### config.mk
export PLATFORM = sky130hd
export DESIGN_NAME = hmc_reset_sequencer
export DESIGN_NICKNAME = d
export VERILOG_FILES = /design/src/rtl/hmc_sys_pkg.sv /design/src/rtl/hmc_clk_en_div.sv /design/src/rtl/hmc_reset_sequencer.sv
export SDC_FILE = /design/constraint.sdc
export NUM_CORES = 1
export LEC_CHECK = 0
export ABC_CLOCK_PERIOD_IN_PS = 1800
export CAP_MARGIN = 20
export CORE_UTILIZATION = 25
export CTS_CLUSTER_DIAMETER = 40
export DETAILED_ROUTE_END_ITERATION = 6
export PLACE_DENSITY = 0.47
export SYNTH_ARGS = -nofsm -noshare
export SYNTH_HDL_FRONTEND = slang
export SYNTH_HIERARCHICAL = 1
export SYNTH_SLANG_ARGS = --single-unit
### constraint.sdc
create_clock -name clk_hmc -period 1.8 [get_ports clk_hmc]
set_input_delay 0.27 -clock clk_hmc [delete_from_list [all_inputs] [get_ports clk_hmc]]
set_output_delay 0.27 -clock clk_hmc [all_outputs]
set_load 0.02 [all_outputs]
### src/rtl/hmc_sys_pkg.sv
// Shared types and constants for the HMC system-interface reset sequencer.
// Holds the sequencer state encoding, the counter-width helper and the parameter defaults.
package hmc_sys_pkg;

  typedef enum logic [1:0] {
    ASSERT  = 2'd0,
    RELEASE = 2'd1,
    DONE    = 2'd2
  } seq_state_t;

  localparam int DEF_NUM_DOM      = 2;
  localparam int DEF_MIN_ASSERT   = 8;
  localparam int DEF_DEASSERT_GAP = 16;
  localparam int DEF_DIV_W        = 4;

  // The counter must be able to hold the release edge of the last domain.
  function automatic int seq_cnt_w(input int num_dom, input int min_assert,
                                   input int deassert_gap);
    return $clog2(min_assert + (num_dom - 1) * deassert_gap + 1);
  endfunction

endpackage

### src/rtl/hmc_clk_en_div.sv
// Per-domain clock-enable divider: one pulse every ratio+1 cycles while the domain runs.
// The counter is parked at zero whenever the domain is not running.
module hmc_clk_en_div #(
  parameter int DIV_W = 4
) (
  input  logic             clk_i,
  input  logic             rst_i,
  input  logic             rel_i,
  input  logic [DIV_W-1:0] ratio_i,
  output logic             clk_en_o
);

  logic [DIV_W-1:0] cnt_q;

  // Wrapping on >= keeps the counter bounded if the ratio shrinks mid-count.
  always_ff @(posedge clk_i or posedge rst_i) begin
    if (rst_i) begin
      cnt_q    <= '0;
      clk_en_o <= 1'b0;
    end else if (!rel_i) begin
      cnt_q    <= '0;
      clk_en_o <= 1'b0;
    end else if (cnt_q >= ratio_i) begin
      cnt_q    <= '0;
      clk_en_o <= 1'b1;
    end else begin
      cnt_q    <= cnt_q + DIV_W'(1);
      clk_en_o <= 1'b0;
    end
  end

endmodule

### src/rtl/hmc_reset_sequencer.sv
// Reset-and-clock-enable sequencer: holds all domains in reset, releases them in order,
// then runs a clock-enable divider per released domain; supports soft re-sequencing.
module hmc_reset_sequencer
  import hmc_sys_pkg::*;
#(
  parameter int NUM_DOM      = DEF_NUM_DOM,
  parameter int MIN_ASSERT   = DEF_MIN_ASSERT,
  parameter int DEASSERT_GAP = DEF_DEASSERT_GAP,
  parameter int DIV_W        = DEF_DIV_W
) (
  input  logic                     clk_hmc,
  input  logic                     res_hmc,
  input  logic                     soft_req,
  output logic                     soft_ack,
  input  logic [NUM_DOM*DIV_W-1:0] div_ratio,
  output logic [NUM_DOM-1:0]       res_n_dom,
  output logic [NUM_DOM-1:0]       clk_en_dom,
  output logic                     seq_done,
  output logic                     busy
);

  localparam int CNT_MAX = MIN_ASSERT + (NUM_DOM - 1) * DEASSERT_GAP;
  localparam int CNT_W   = seq_cnt_w(NUM_DOM, MIN_ASSERT, DEASSERT_GAP);

  seq_state_t         state_q;
  logic [CNT_W-1:0]   cnt_q;
  logic [CNT_W-1:0]   cnt_inc;
  logic               last_hit;
  logic               first_hit;
  logic [NUM_DOM-1:0] rel_hit;
  logic [NUM_DOM-1:0] res_n_d;
  logic [NUM_DOM-1:0] dom_run;

  assign cnt_inc   = cnt_q + CNT_W'(1);
  assign first_hit = (cnt_inc == CNT_W'(MIN_ASSERT));
  assign last_hit  = (cnt_inc == CNT_W'(CNT_MAX));

  always_comb begin
    res_n_d = res_n_dom;
    case (state_q)
      ASSERT, RELEASE: res_n_d = res_n_dom | rel_hit;
      DONE:            if (soft_req) res_n_d = '0;
      default:         res_n_d = '0;
    endcase
  end

  // A domain only runs its divider while it is released now and stays released on this
  // edge, so clk_en drops together with res_n on a soft re-sequence.
  assign dom_run = res_n_dom & res_n_d;

  always_ff @(posedge clk_hmc or posedge res_hmc) begin
    if (res_hmc) begin
      state_q   <= ASSERT;
      cnt_q     <= '0;
      res_n_dom <= '0;
      soft_ack  <= 1'b0;
      seq_done  <= 1'b0;
      busy      <= 1'b1;
    end else begin
      res_n_dom <= res_n_d;
      soft_ack  <= 1'b0;
      case (state_q)
        ASSERT: begin
          cnt_q <= cnt_inc;
          if (first_hit) begin
            if (last_hit) begin
              state_q  <= DONE;
              seq_done <= 1'b1;
              busy     <= 1'b0;
            end else begin
              state_q <= RELEASE;
            end
          end
        end
        RELEASE: begin
          cnt_q <= cnt_inc;
          if (last_hit) begin
            state_q  <= DONE;
            seq_done <= 1'b1;
            busy     <= 1'b0;
          end
        end
        DONE: begin
          if (soft_req) begin
            state_q  <= ASSERT;
            cnt_q    <= '0;
            soft_ack <= 1'b1;
            seq_done <= 1'b0;
            busy     <= 1'b1;
          end
        end
        default: begin
          state_q <= ASSERT;
          cnt_q   <= '0;
        end
      endcase
    end
  end

  for (genvar i = 0; i < NUM_DOM; i++) begin : g_dom
    assign rel_hit[i] = (cnt_inc == CNT_W'(MIN_ASSERT + i * DEASSERT_GAP));

    hmc_clk_en_div #(
      .DIV_W(DIV_W)
    ) u_div (
      .clk_i   (clk_hmc),
      .rst_i   (res_hmc),
      .rel_i   (dom_run[i]),
      .ratio_i (div_ratio[i*DIV_W +: DIV_W]),
      .clk_en_o(clk_en_dom[i])
    );
  end

endmodule

==> flow_summary.ini, run 1 <==
[status]
status = finished, final reports clean

[placement]
io_buffer_count = 17
gp_congestion = 0.722
hpwlAfterDp_um = 1930

[pwr]
p_leak_uw = 0.000685
ir_worst_vdd_v = 0.000607
powerDensity_nw_per_um2 = 1380
total_power_uw = 2150

[synthesis]
synth_top_area_share_pct = 42.0
synth_area_leaders = dfrtp_1 (42%), ha_1 (11%), inv_1 (4.2%), o211ai_2 (4.0%), and2_1 (2.5%)
synth.area.mux_share_pct = 0.799
yosys.cell_types.count = 40
seq_area_frac_synth_pct = 44.1
synth_nets = 143
synthCells = 121
synthSimpleGateAreaFrac_pct = 16.4
synth_top_area_cell = dfrtp_1
ys_seq_elements = 22
synthFlopType = dfrtp_1
synth_top_family_by_area = compound AO/OA/AOI/OAI gates
synth-compound-area-share_pct = 18.6
synthAdderAreaFrac_pct = 11.0
yosysWarnings = 6
synth_xor_xnor_area_share_pct = 3.50
synth_edf_count = 0
yosys-top-cells-count = dfrtp_1 (21), inv_1 (14), ha_1 (11)
syn_avg_cell_area_um2 = 10.4
async_reset_ff_share_pct = 100
yosysMostFrequentCell = dfrtp_1
synthesis.area_um2 = 1250

[clocking]
clk_latency_ns = 0.26
numCtsBuffers = 3
cts_tree = yes
post_cts_buffers = 0
cts_max_level = 1
clockBufferDepth = 2
ctsRootBufferMaster = clkbuf_8
clock-sinks = 22
hold_buffers = 0
cts-resized-gates = 0
clk_pin_slew_ns = 0.08

[min_path]
hold_class = input pin to async pin

[drt]
drtIter0Drc = 24
drc_errors = 0
avgRoutedWirePerCell_um = 11.8
vias_per_cell = 4.34
first_pass_iters = 4
vias = 903
wl_um = 2460
ant_nets = 0

[setup_path]
crit_path_end = busy
crit_path_end_kind = primary output
crit_start = busy
r2r_slack_ns = 0.21
cp_data_arrival_time_ns = 1.39
startpoint_type = flip-flop
cp_top_family = buffers and inverters
reg2reg_from = cnt_q[1]
worstRegToRegCells = 4
critPathRequiredTime_ns = 1.53
worstPathMaxFanout = 2
worst-path-buf-inv = 1
cpPeakStageDelay_ns = 0.60
worstSetupPathType = flip-flop to primary output
critPathSlowestCell = clkdlybuf4s50_1
crit_chain = clkdlybuf4s50_1
rr_endpoint = state_q[0]
worstSetupPathDepth = 1

[sta]
tns_ns = 0
fmax_ghz = 0.603
rsz0062_at_grt = false
hold_viol = 0
holdWs_ns = 0.265
setup-violations-final = 0
period_share_pct = 92.1
fin_crit_ns = 1.66
fin_skew_ns = 0.00233
relSlewSlack_pct = 65.4
tightest_slew_ns = 0.519
drv_slew = 0

[floorplanning]
dieHeight_um = 72.8
start_util_pct = 26.2
io_pins = 18
rows = 25
core_area_um2 = 4790
die_x_um = 72.8
dieArea_um2 = 5300

[final_layout]
fill_cells = 510
drive_above_1_share_pct = 16.3
final_core_utilization_pct = 32.6
syn_to_final_growth_pct = 24.7
nets = 164
n_antenna_cell = 0

[global_route]
grt_pass1_vias = 930
grt_overflow = 0
grt_pass1_wl_um = 4340
grtUsageTotal_pct = 10.7
antenna_found_initial = 0
grt_max_degree = 17

[job]
maxCapViolCount = 0
==> cells by family after synthesis <==
family,after synthesis
XOR/XNOR,5
flip-flops,22
AO/OA/AOI/OAI,29
buffers and inverters,18
multiplexers,1
AND/OR/NAND/NOR,35
adder cells (fa/ha/maj),11
==> final cells by class <==
class | instances | area, um^2 | area share [%]
multi-input combinational | 81 | 629 | 40.3
sequential | 22 | 552 | 35.3
clock buffer | 4 | 55.1 | 3.53
tap | 67 | 83.8 | 5.37
timing repair buffer | 19 | 185 | 11.9
inverter | 15 | 56.3 | 3.61
==> layout by cell type (no fill, tap or decap), types with 4 or more instances in the layout <==
| cell type | instances |
|---|---|
| and2_1 | 5 |
| clkbuf_8 | 4 |
| clkdlybuf4s50_1 | 17 |
| dfrtp_1 | 21 |
| ha_1 | 11 |
| inv_1 | 14 |
| nand2_1 | 4 |
| nand3_1 | 4 |
| nor2_1 | 7 |
| o211ai_2 | 4 |
| o21ai_1 | 5 |
==> layer usage <==
layer,GRT usage (%),routed length (um),vias to the layer above
li1,-,-,459
met2,17.9,1140,11
met3,1.66,74,2
met1,13.7,1220,431
met4,4.58,19,0
met5,0,0,-
==> how the worst min path moves through the flow <==
stage,startpoint,endpoint,cells past startpoint
finish,res_hmc,g_dom[0].u_div/clk_en_o,2
global route,res_hmc,g_dom[1].u_div/cnt_q[0],2
CTS,res_hmc,g_dom[1].u_div/cnt_q[0],2
detailed placement,g_dom[0].u_div/cnt_q[0],g_dom[0].u_div/cnt_q[0],1
global placement,g_dom[0].u_div/cnt_q[0],g_dom[0].u_div/cnt_q[0],1
floorplan,res_hmc,g_dom[0].u_div/clk_en_o,1
==> registers in the layout, indices dropped and copies added (netlist names) <==
| name | cells |
|---|---|
| seq_done | 1 |
| busy | 1 |
| state_q | 2 |
| cnt_q | 5 |
| g_dom.u_div/clk_en_o | 2 |
| res_n_dom | 2 |
| soft_ack | 1 |
| g_dom.u_div/cnt_q | 8 |
==> where the power goes <==
group          internal [uW]  switching, uW
clock                    195            155
combinational            470            465
sequential               665            199
total                   1330            818
==> stage by stage <==
stage | worst slack, ns | area (um^2) | cells
5_1_grt | 0.0991 | 1560 | 208
3_3_place_gp | 0.194 | 1510 | 204
6_report | 0.141 | 1560 | 208
3_5_place_dp | 0.168 | 1510 | 204
4_1_cts | 0.121 | 1560 | 208
2_1_floorplan | 0.423 | 1250 | 121
(Power assumes the default switching activity.)
==> inputs of run 2 (changes only) <==
Settings changed: CTS_CLUSTER_SIZE set to 24.
==> results of run 2 <==
Final layout, timing and power as in run 1 (identical DEF).
